## config.mk

```make
export PLATFORM = sky130hd
export DESIGN_NAME = mem_port_arbiter_flat
export DESIGN_NICKNAME = d
export VERILOG_FILES = /design/src/rtl/mem_port_arbiter_if.sv /design/src/rtl/mem_port_arbiter.sv /design/src/flat_wrapper.sv
export SDC_FILE = /design/constraint.sdc
export NUM_CORES = 1
export LEC_CHECK = 0
export ABC_CLOCK_PERIOD_IN_PS = 2100
export BUFFER_PORTS_ARGS = -buffer_cell sky130_fd_sc_hd__buf_2
export CORE_MARGIN = 5
export CORE_UTILIZATION = 46
export CTS_CLUSTER_DIAMETER = 80
export CTS_CLUSTER_SIZE = 25
export DETAILED_ROUTE_END_ITERATION = 6
export GPL_ROUTABILITY_DRIVEN = 0
export GPL_TIMING_DRIVEN = 0
export PLACE_DENSITY = 0.76
export SLEW_MARGIN = 25
export SYNTH_ARGS = -nofsm -noshare
export SYNTH_HDL_FRONTEND = slang
export SYNTH_SLANG_ARGS = --single-unit
```

## constraint.sdc

```tcl
create_clock -name CLK -period 2.1 [get_ports CLK]
set_input_delay 0.42 -clock CLK [delete_from_list [all_inputs] [get_ports CLK]]
set_output_delay 0.42 -clock CLK [all_outputs]
set_load 0.01 [all_outputs]
```

## src/rtl/mem_port_arbiter_if.sv

```systemverilog
// Bundle of the fetch, load/store and memory-side signals around mem_port_arbiter.
// slave = arbiter view, master = core + memory view.
interface mem_port_arbiter_if #(
  parameter int unsigned AW = 32,
  parameter int unsigned DW = 32
);
  logic          instr_req;
  logic [AW-1:0] instr_adr;
  logic          instr_valid;
  logic [DW-1:0] instr_read;

  logic          data_req;
  logic          data_we;
  logic [AW-1:0] data_adr;
  logic [3:0]    data_be;
  logic [DW-1:0] data_wdata;
  logic          data_valid;
  logic [DW-1:0] data_rdata;

  logic          mem_req;
  logic          mem_we;
  logic [AW-1:0] mem_adr;
  logic [3:0]    mem_be;
  logic [DW-1:0] mem_wdata;
  logic          mem_ack;
  logic [DW-1:0] mem_rdata;

  logic          err;

  modport slave (
    input  instr_req, instr_adr,
    output instr_valid, instr_read,
    input  data_req, data_we, data_adr, data_be, data_wdata,
    output data_valid, data_rdata,
    output mem_req, mem_we, mem_adr, mem_be, mem_wdata,
    input  mem_ack, mem_rdata,
    output err
  );

  modport master (
    output instr_req, instr_adr,
    input  instr_valid, instr_read,
    output data_req, data_we, data_adr, data_be, data_wdata,
    input  data_valid, data_rdata,
    input  mem_req, mem_we, mem_adr, mem_be, mem_wdata,
    output mem_ack, mem_rdata,
    input  err
  );
endinterface

```

## src/rtl/mem_port_arbiter.sv

```systemverilog
// Round-robin arbiter sharing one memory port between instruction fetch and load/store,
// one outstanding transaction, with a wait-cycle timeout that aborts unacknowledged accesses.
module mem_port_arbiter #(
  parameter int unsigned    AW       = 32,
  parameter int unsigned    DW       = 32,
  parameter int unsigned    TIMEOUT  = 15,
  parameter logic [DW-1:0]  ERR_WORD = DW'(32'h0000_0013)
) (
  input  logic               CLK,
  input  logic               RES,
  mem_port_arbiter_if.slave  bus
);

  localparam int unsigned CW = $clog2(TIMEOUT + 1);

  typedef enum logic [1:0] {IDLE, BUSY_I, BUSY_D, DONE} state_e;
  typedef enum logic {OWN_I, OWN_D} owner_e;

  state_e        state_q;
  owner_e        last_q;
  logic [CW-1:0] cnt_q;

  logic          mem_req_q;
  logic          mem_we_q;
  logic [AW-1:0] mem_adr_q;
  logic [3:0]    mem_be_q;
  logic [DW-1:0] mem_wdata_q;
  logic          instr_valid_q;
  logic          data_valid_q;
  logic          err_q;
  logic [DW-1:0] instr_read_q;
  logic [DW-1:0] data_rdata_q;

  logic          grant_i_d;
  logic [CW:0]   cnt_inc_d;
  logic          timeout_d;
  logic [DW-1:0] rdata_d;

  always_comb begin
    grant_i_d = bus.instr_req && (!bus.data_req || last_q == OWN_D);
    cnt_inc_d = {1'b0, cnt_q} + 1'b1;
    timeout_d = (cnt_inc_d == (CW+1)'(TIMEOUT));
    rdata_d   = bus.mem_ack ? bus.mem_rdata : ERR_WORD;
  end

  always_ff @(posedge CLK or negedge RES) begin
    if (!RES) begin
      state_q       <= IDLE;
      last_q        <= OWN_D;
      cnt_q         <= '0;
      mem_req_q     <= 1'b0;
      mem_we_q      <= 1'b0;
      mem_adr_q     <= '0;
      mem_be_q      <= '0;
      mem_wdata_q   <= '0;
      instr_valid_q <= 1'b0;
      data_valid_q  <= 1'b0;
      err_q         <= 1'b0;
      instr_read_q  <= '0;
      data_rdata_q  <= '0;
    end else begin
      // valid/err are set on the edge into DONE and cleared on every other edge,
      // so each completion yields exactly one pulse aligned with DONE
      instr_valid_q <= 1'b0;
      data_valid_q  <= 1'b0;
      err_q         <= 1'b0;
      case (state_q)
        IDLE: begin
          if (bus.instr_req || bus.data_req) begin
            cnt_q     <= '0;
            mem_req_q <= 1'b1;
            if (grant_i_d) begin
              state_q     <= BUSY_I;
              last_q      <= OWN_I;
              mem_we_q    <= 1'b0;
              mem_adr_q   <= bus.instr_adr;
              mem_be_q    <= 4'hF;
              mem_wdata_q <= '0;
            end else begin
              state_q     <= BUSY_D;
              last_q      <= OWN_D;
              mem_we_q    <= bus.data_we;
              mem_adr_q   <= bus.data_adr;
              mem_be_q    <= bus.data_be;
              mem_wdata_q <= bus.data_wdata;
            end
          end
        end
        BUSY_I, BUSY_D: begin
          if (bus.mem_ack || timeout_d) begin
            mem_req_q <= 1'b0;
            err_q     <= !bus.mem_ack;
            state_q   <= DONE;
            if (state_q == BUSY_I) begin
              instr_valid_q <= 1'b1;
              instr_read_q  <= rdata_d;
            end else begin
              data_valid_q <= 1'b1;
              if (!mem_we_q) data_rdata_q <= rdata_d;
            end
          end else begin
            cnt_q <= cnt_inc_d[CW-1:0];
          end
        end
        DONE:    state_q <= IDLE;
        default: state_q <= IDLE;
      endcase
    end
  end

  always_comb begin
    bus.mem_req     = mem_req_q;
    bus.mem_we      = mem_we_q;
    bus.mem_adr     = mem_adr_q;
    bus.mem_be      = mem_be_q;
    bus.mem_wdata   = mem_wdata_q;
    bus.instr_valid = instr_valid_q;
    bus.instr_read  = instr_read_q;
    bus.data_valid  = data_valid_q;
    bus.data_rdata  = data_rdata_q;
    bus.err         = err_q;
  end

endmodule

```

## src/flat_wrapper.sv

```systemverilog
// flat-port wrapper written by rule: the top's interface ports become plain ports
module mem_port_arbiter_flat 
#(
  parameter int unsigned    AW       = 32,
  parameter int unsigned    DW       = 32,
  parameter int unsigned    TIMEOUT  = 15,
  parameter logic [DW-1:0]  ERR_WORD = DW'(32'h0000_0013)
)
  (CLK, RES, bus_instr_req, bus_instr_adr, bus_instr_valid, bus_instr_read, bus_data_req, bus_data_we, bus_data_adr, bus_data_be, bus_data_wdata, bus_data_valid, bus_data_rdata, bus_mem_req, bus_mem_we, bus_mem_adr, bus_mem_be, bus_mem_wdata, bus_mem_ack, bus_mem_rdata, bus_err);
  mem_port_arbiter_if #(.AW(AW), .DW(DW)) bus_i ();
  input  logic CLK;
  input  logic RES;
  input wire logic [$bits(bus_i.instr_req)-1:0] bus_instr_req;
  input wire logic [$bits(bus_i.instr_adr)-1:0] bus_instr_adr;
  output wire logic [$bits(bus_i.instr_valid)-1:0] bus_instr_valid;
  output wire logic [$bits(bus_i.instr_read)-1:0] bus_instr_read;
  input wire logic [$bits(bus_i.data_req)-1:0] bus_data_req;
  input wire logic [$bits(bus_i.data_we)-1:0] bus_data_we;
  input wire logic [$bits(bus_i.data_adr)-1:0] bus_data_adr;
  input wire logic [$bits(bus_i.data_be)-1:0] bus_data_be;
  input wire logic [$bits(bus_i.data_wdata)-1:0] bus_data_wdata;
  output wire logic [$bits(bus_i.data_valid)-1:0] bus_data_valid;
  output wire logic [$bits(bus_i.data_rdata)-1:0] bus_data_rdata;
  output wire logic [$bits(bus_i.mem_req)-1:0] bus_mem_req;
  output wire logic [$bits(bus_i.mem_we)-1:0] bus_mem_we;
  output wire logic [$bits(bus_i.mem_adr)-1:0] bus_mem_adr;
  output wire logic [$bits(bus_i.mem_be)-1:0] bus_mem_be;
  output wire logic [$bits(bus_i.mem_wdata)-1:0] bus_mem_wdata;
  input wire logic [$bits(bus_i.mem_ack)-1:0] bus_mem_ack;
  input wire logic [$bits(bus_i.mem_rdata)-1:0] bus_mem_rdata;
  output wire logic [$bits(bus_i.err)-1:0] bus_err;
  assign bus_i.instr_req = bus_instr_req;
  assign bus_i.instr_adr = bus_instr_adr;
  assign bus_instr_valid = bus_i.instr_valid;
  assign bus_instr_read = bus_i.instr_read;
  assign bus_i.data_req = bus_data_req;
  assign bus_i.data_we = bus_data_we;
  assign bus_i.data_adr = bus_data_adr;
  assign bus_i.data_be = bus_data_be;
  assign bus_i.data_wdata = bus_data_wdata;
  assign bus_data_valid = bus_i.data_valid;
  assign bus_data_rdata = bus_i.data_rdata;
  assign bus_mem_req = bus_i.mem_req;
  assign bus_mem_we = bus_i.mem_we;
  assign bus_mem_adr = bus_i.mem_adr;
  assign bus_mem_be = bus_i.mem_be;
  assign bus_mem_wdata = bus_i.mem_wdata;
  assign bus_i.mem_ack = bus_mem_ack;
  assign bus_i.mem_rdata = bus_mem_rdata;
  assign bus_err = bus_i.err;
  mem_port_arbiter #(.AW(AW), .DW(DW), .TIMEOUT(TIMEOUT), .ERR_WORD(ERR_WORD)) u_core (.CLK(CLK), .RES(RES), .bus(bus_i));
endmodule
```

* Yosys cells after proc, flatten, opt, wreduce, memory -nomap -nowiden
Cells that the tools add are included.
** Operators by class
- Mux-type cells :: 24
- Eq/ne operators :: 7
- Bitwise operators :: 2
- Add/sub/neg operators :: 1
- Reduce and logical (&&, ||, !) cells :: 15
** Operator list (count)
- 32-bit 2-to-1 mux :: 3
- 1-bit 2-to-1 mux :: 12
- 4-bit 2-to-1 mux :: 3
- 3-bit AND reduction :: 3
- 4-bit one-hot mux with 2 select lines :: 1
- 2-bit 2-to-1 mux :: 3
- 2-bit one-hot mux with 3 select lines :: 1
- 4-bit by 1-bit adder with 5-bit output (second input constant) :: 1
- 5-bit by 4-bit equality test with 1-bit output (second input constant) :: 1
- 2-bit equality test (second input constant) :: 2
- 2-bit by 1-bit inequality test with 1-bit output (second input constant) :: 2
- 2-bit AND reduction :: 2
- 4-bit AND reduction :: 1
- 1-bit logical OR :: 3
- 2-bit by 1-bit equality test with 1-bit output (second input constant) :: 1
- 1-bit logical NOT :: 2
- 2-bit logical NOT :: 1
- 2-bit inequality test (second input constant) :: 1
- 1-bit NOT :: 2
- 1-bit one-hot mux with 2 select lines :: 1
- 2-bit nonzero test :: 1
- 2-bit OR reduction :: 1
- 1-bit logical AND :: 1
** Word-level totals
- Register bits :: 144
- Word-level logic and storage cells :: 62
- Input bits :: 138
- Output and inout bits :: 137

* Longest topological paths before layout
- Depth in word-level cells :: 6
- Gate-level depth with buffers :: 9
- Mapped depth without buffers :: 6

* Worst setup path before layout
OpenSTA, ideal clock, no wires.
- Path type :: register -> register
- Start point :: register u_core.state_q[0]
- End point :: register u_core.data_rdata_q[21], in the netlist u_core.bus.data_rdata[21]
- Stages on the path, launching flop included :: 10
- Clock period less this slack :: 1833 ps
- Arrival :: 1712 ps
- Library setup time :: 121 ps
- Path slack :: 267 ps
- Required time :: 1979 ps
- Path buffers :: 3
- Cell sequence :: dfrtp_1 -> inv_1 -> ha_1 -> clkbuf_2 -> nand2b_1 -> nor2_1 -> and2_1 -> buf_2 -> buf_2 -> a22o_1
** Between the ends
- Cells in the longest elaborated chain, start to end :: 3
- Elaborated cells on any way between the ends :: 5
- Classes of those cells :: eq/ne: 2; bitwise: 1; reduce/logical: 2
** Ends and longest elaborated chain
- start, declared :: line mem_port_arbiter.sv:19 : state_e state_q;
- start signal, assigned :: line mem_port_arbiter.sv:48 : state_q <= IDLE;
- start signal, assigned :: line mem_port_arbiter.sv:73 : state_q <= BUSY_I;
- start signal, assigned :: line mem_port_arbiter.sv:80 : state_q <= BUSY_D;
- 2-bit equality test / 2-bit by 1-bit equality test with 1-bit output (equally long branches) :: line mem_port_arbiter.sv:67, mem_port_arbiter.sv:94
- 2-bit OR reduction / 1-bit NOT (equally long branches)
- 4-bit AND reduction (no source line) *
- end signal, assigned :: line mem_port_arbiter.sv:99 : if (!mem_we_q) data_rdata_q <= rdata_d;
- end, declared :: line mem_port_arbiter.sv:32 : logic [DW-1:0] data_rdata_q;
Mark *: on every way between the ends. The rest lies on a longest branch, timed or not.
A chain may end at the register's enable or synchronous reset.

* Worst setup path in the final report
- Start point :: register u_core.state_q[0]
- End point :: register u_core.cnt_q[0]
** Between the ends
- Cells in the longest elaborated chain, start to end :: 4
- Elaborated cells on any way between the ends :: 9
- Classes of those cells :: eq/ne: 4; mux: 1; reduce/logical: 4
** Ends and longest elaborated chain
- 2-bit equality test / 2-bit by 1-bit equality test with 1-bit output (equally long branches) :: line mem_port_arbiter.sv:67 : case (state_q)
- 2-bit OR reduction :: line mem_port_arbiter.sv:67
- 2-bit inequality test (no source line) / 2-bit nonzero test (equally long branches)
- 3-bit AND reduction (no source line)
- end signal, assigned :: line mem_port_arbiter.sv:102 : cnt_q <= cnt_inc_d[CW-1:0];
- end, declared :: line mem_port_arbiter.sv:21 : logic [CW-1:0] cnt_q;
Several ways; a longest one is shown, not always the timed one.

==> flow_summary.yaml <==
setup_path:
  crit_path_start_kind: "register"
  crit_type: "register to register"
  crit_fanout: 7
  end_kind: "register"
  required_ps: 2400
  cp.arrival_ps: 2280
finish:
  fill_cells: 975
  nNetsFinal: 892
  syn_to_final_growth_pct: 40.8
  stdcell_area_mm2: 0.00813
  layout.cells.non_filler: 935
  layout_common_cells: "buf_2, dfrtp_1, a22o_1"
  post-route-util: 0.653
  final_common_cell: "buf_2"
  drive_above_1_share: 0.447
timing:
  hold_violations: 0
  slew_viol_final: 0
  setup_violations: 0
  worst_hold_slack_ps: 207
  fin_skew_ps: 6.08
  rsz0062_at_grt: "no"
  fin_crit_sh: 0.942
  tightest_slew_ps: 536
  fmax_mhz: 506
  finalCriticalPeriod_ps: 1980
  maxSlewHeadroom: 0.642
synth:
  yosysWarnings: 0
  ys_seq_area_frac: 0.624
  netlist_top_cells_area: "dfrtp_1, a22o_1, mux2i_1"
  synth_largest_area_cell: "dfrtp_1"
  synth_cell_types: 45
  avgSynthCellArea_um2: 12.8
  syn_nets: 597
  synth_edf_count: 0
  synth-seq-cells: 144
  syn_inst: 453
  syn_area_mm2: 0.00578
  synth_flop_cell: "dfrtp_1"
  async_reset_ff_frac: 1.00
  netlist.area_leader.share: 0.619
grt:
  grt_pass1_wl_um: 26700
  gr-total-overflow: 0
  grt_pass1_vias: 5131
  grt_max_degree: 97
  track_usage: 0.234
  antenna_found_initial: 2
clock_network:
  cts.clk_slew.worst_paths_ps: 60
  cts_root_buffer: "clkbuf_16"
  cts_buffers: 17
  tritoncts: "built"
  htree_num_levels: 4
  cts_num_sinks: 144
  max-clock-path-buffers: 2
  clk_latency_ps: 420
placement:
  place_inst: 899
  io_buffer_count: 273
  place_area_mm2: 0.00740
  dp.final_hpwl_um: 13500
drt:
  first_pass_iters: 4
  final_antenna_net_count: 0
  drcViolationCount: 0
  drt-initial-drc-count: 235
  viasPerCell: 5.35
  wl_per_cell_um: 18.8
  vias: 5004
  wl_um: 17500
status:
  status: "completed"
floorplan:
  die-height_um: 122
  initial_core_util: 0.464
  core_area_mm2: 0.0125
  io_pins: 275
  fp.dieW_um: 122
  rows: 41
  die_area_mm2: 0.0149
flow_run:
  drv_cap: 0
worst_hold_path:
  hold_class: "input port to register"
pwr:
  finalPower_mw: 13.4
  irDropWorstVdd_v: 0.000764
  p_leak_nw: 4.35
  powerDensity_mw_per_mm2: 1650
==> worst max-delay path: stages (launching register included) <==
cell      delay [ps]
dfrtp_1          400
inv_1            130
ha_1             270
or3b_1           360
clkbuf_1         180
and3_1           220
a221o_1          300
==> metrics by stage <==
stage / setup slack [ps] / TNS [ps]
floorplan: 267 / 0
global placement: -1270 / -181280
detailed placement: -79.5 / -1110
CTS: 2.37 / 0
global route: 4.02 / 0
finish: 122 / 0
==> layer usage <==
layer	up-vias	global-route usage	wire length, um
li1	2292	-	-
met1	2427	0.273	6680
met2	255	0.403	8760
met3	28	0.0836	1780
met4	2	0.0742	301
met5	-	0	13
==> synthesized netlist by cell type, types with 3 or more instances <==
library cell  instances
nor2_1                8
o22a_1               10
nand2b_1              3
buf_2                 9
a22o_1               91
inv_1                 4
a21oi_1               4
o211ai_1              3
nand2_1              44
clkbuf_1             17
ha_1                  6
mux2i_1              32
o21ai_2               3
dfrtp_1             143
o21ai_0              36
==> path summary, 6_finish.rpt <==
check | slack, ps | from | to | cells after the start
setup reg to reg | 120 | u_core.state_q[0]$_DFFE_PN0P_ | u_core.cnt_q[0]$_DFFE_PN0P_ | 6
hold / removal | 210 | bus_data_be[1] | u_core.bus.mem_be[1]$_DFFE_PN0P_ | 2
hold reg to reg | 480 | u_core.bus.mem_adr[14]$_DFFE_PN0P_ | u_core.bus.mem_adr[14]$_DFFE_PN0P_ | 2
min in group asynchronous | 480 | RES | u_core.bus.instr_read[10]$_DFFE_PN0P_ | 2
setup / recovery | 120 | u_core.state_q[0]$_DFFE_PN0P_ | u_core.cnt_q[0]$_DFFE_PN0P_ | 6
max in group asynchronous | 820 | RES | u_core.bus.data_rdata[20]$_DFFE_PN0P_ | 3
==> flip-flops by register name, indices dropped and copies added, names as in the netlist <==
signal                  count
u_core.bus.mem_req          1
u_core.bus.instr_valid      1
u_core.bus.mem_we           1
u_core.bus.err              1
u_core.bus.mem_adr         32
u_core.bus.instr_read      32
u_core.last_q               1
u_core.bus.mem_be           4
u_core.bus.data_valid       1
u_core.bus.mem_wdata       32
u_core.cnt_q                4
u_core.bus.data_rdata      32
u_core.state_q              2
==> kinds of logic (layout without fill, tap and decap cells) <==
kind of cell,after synthesis,count (layout),synth area share
buffers and inverters,36,343,0.0294
other,0,3,0
DFF,144,144,0.624
AOI/OAI and AO/OA,164,164,0.222
and+or+nand+nor,71,71,0.0559
muxes,32,32,0.0554
adders and majority gates,6,6,0.0130
==> final cells by class <==
type,instances,area (um2),share of cell area
clock buffers,22,484,0.0595
clock inverters,9,179,0.0220
inverters,4,15.0,0.00185
flip-flops and latches,144,3600,0.443
plain buffers,31,163,0.0200
diodes,3,7.51,0.000923
repair buffers,277,1430,0.176
well taps,172,215,0.0265
multi-input cells,273,2040,0.250
==> repair_timing <==
item,4_1_cts,5_1_grt
hold buffers,1,0
buffers inserted,0,2
endpoints found under the hold margin,48,0
endpoints found under the setup margin,27,80
gates resized for setup,4,15
pin swaps,0,1
==> power by group <==
group,leakage (nW),internal (mW),switching (mW),total (mW)
logic,2.25,2.38,2.89,5.26
registers,1.79,4.05,0.743,4.79
clock network,0.318,2.23,1.13,3.35
total,4.35,8.65,4.76,13.4
Note: power is estimated with default switching activity, not from simulation.
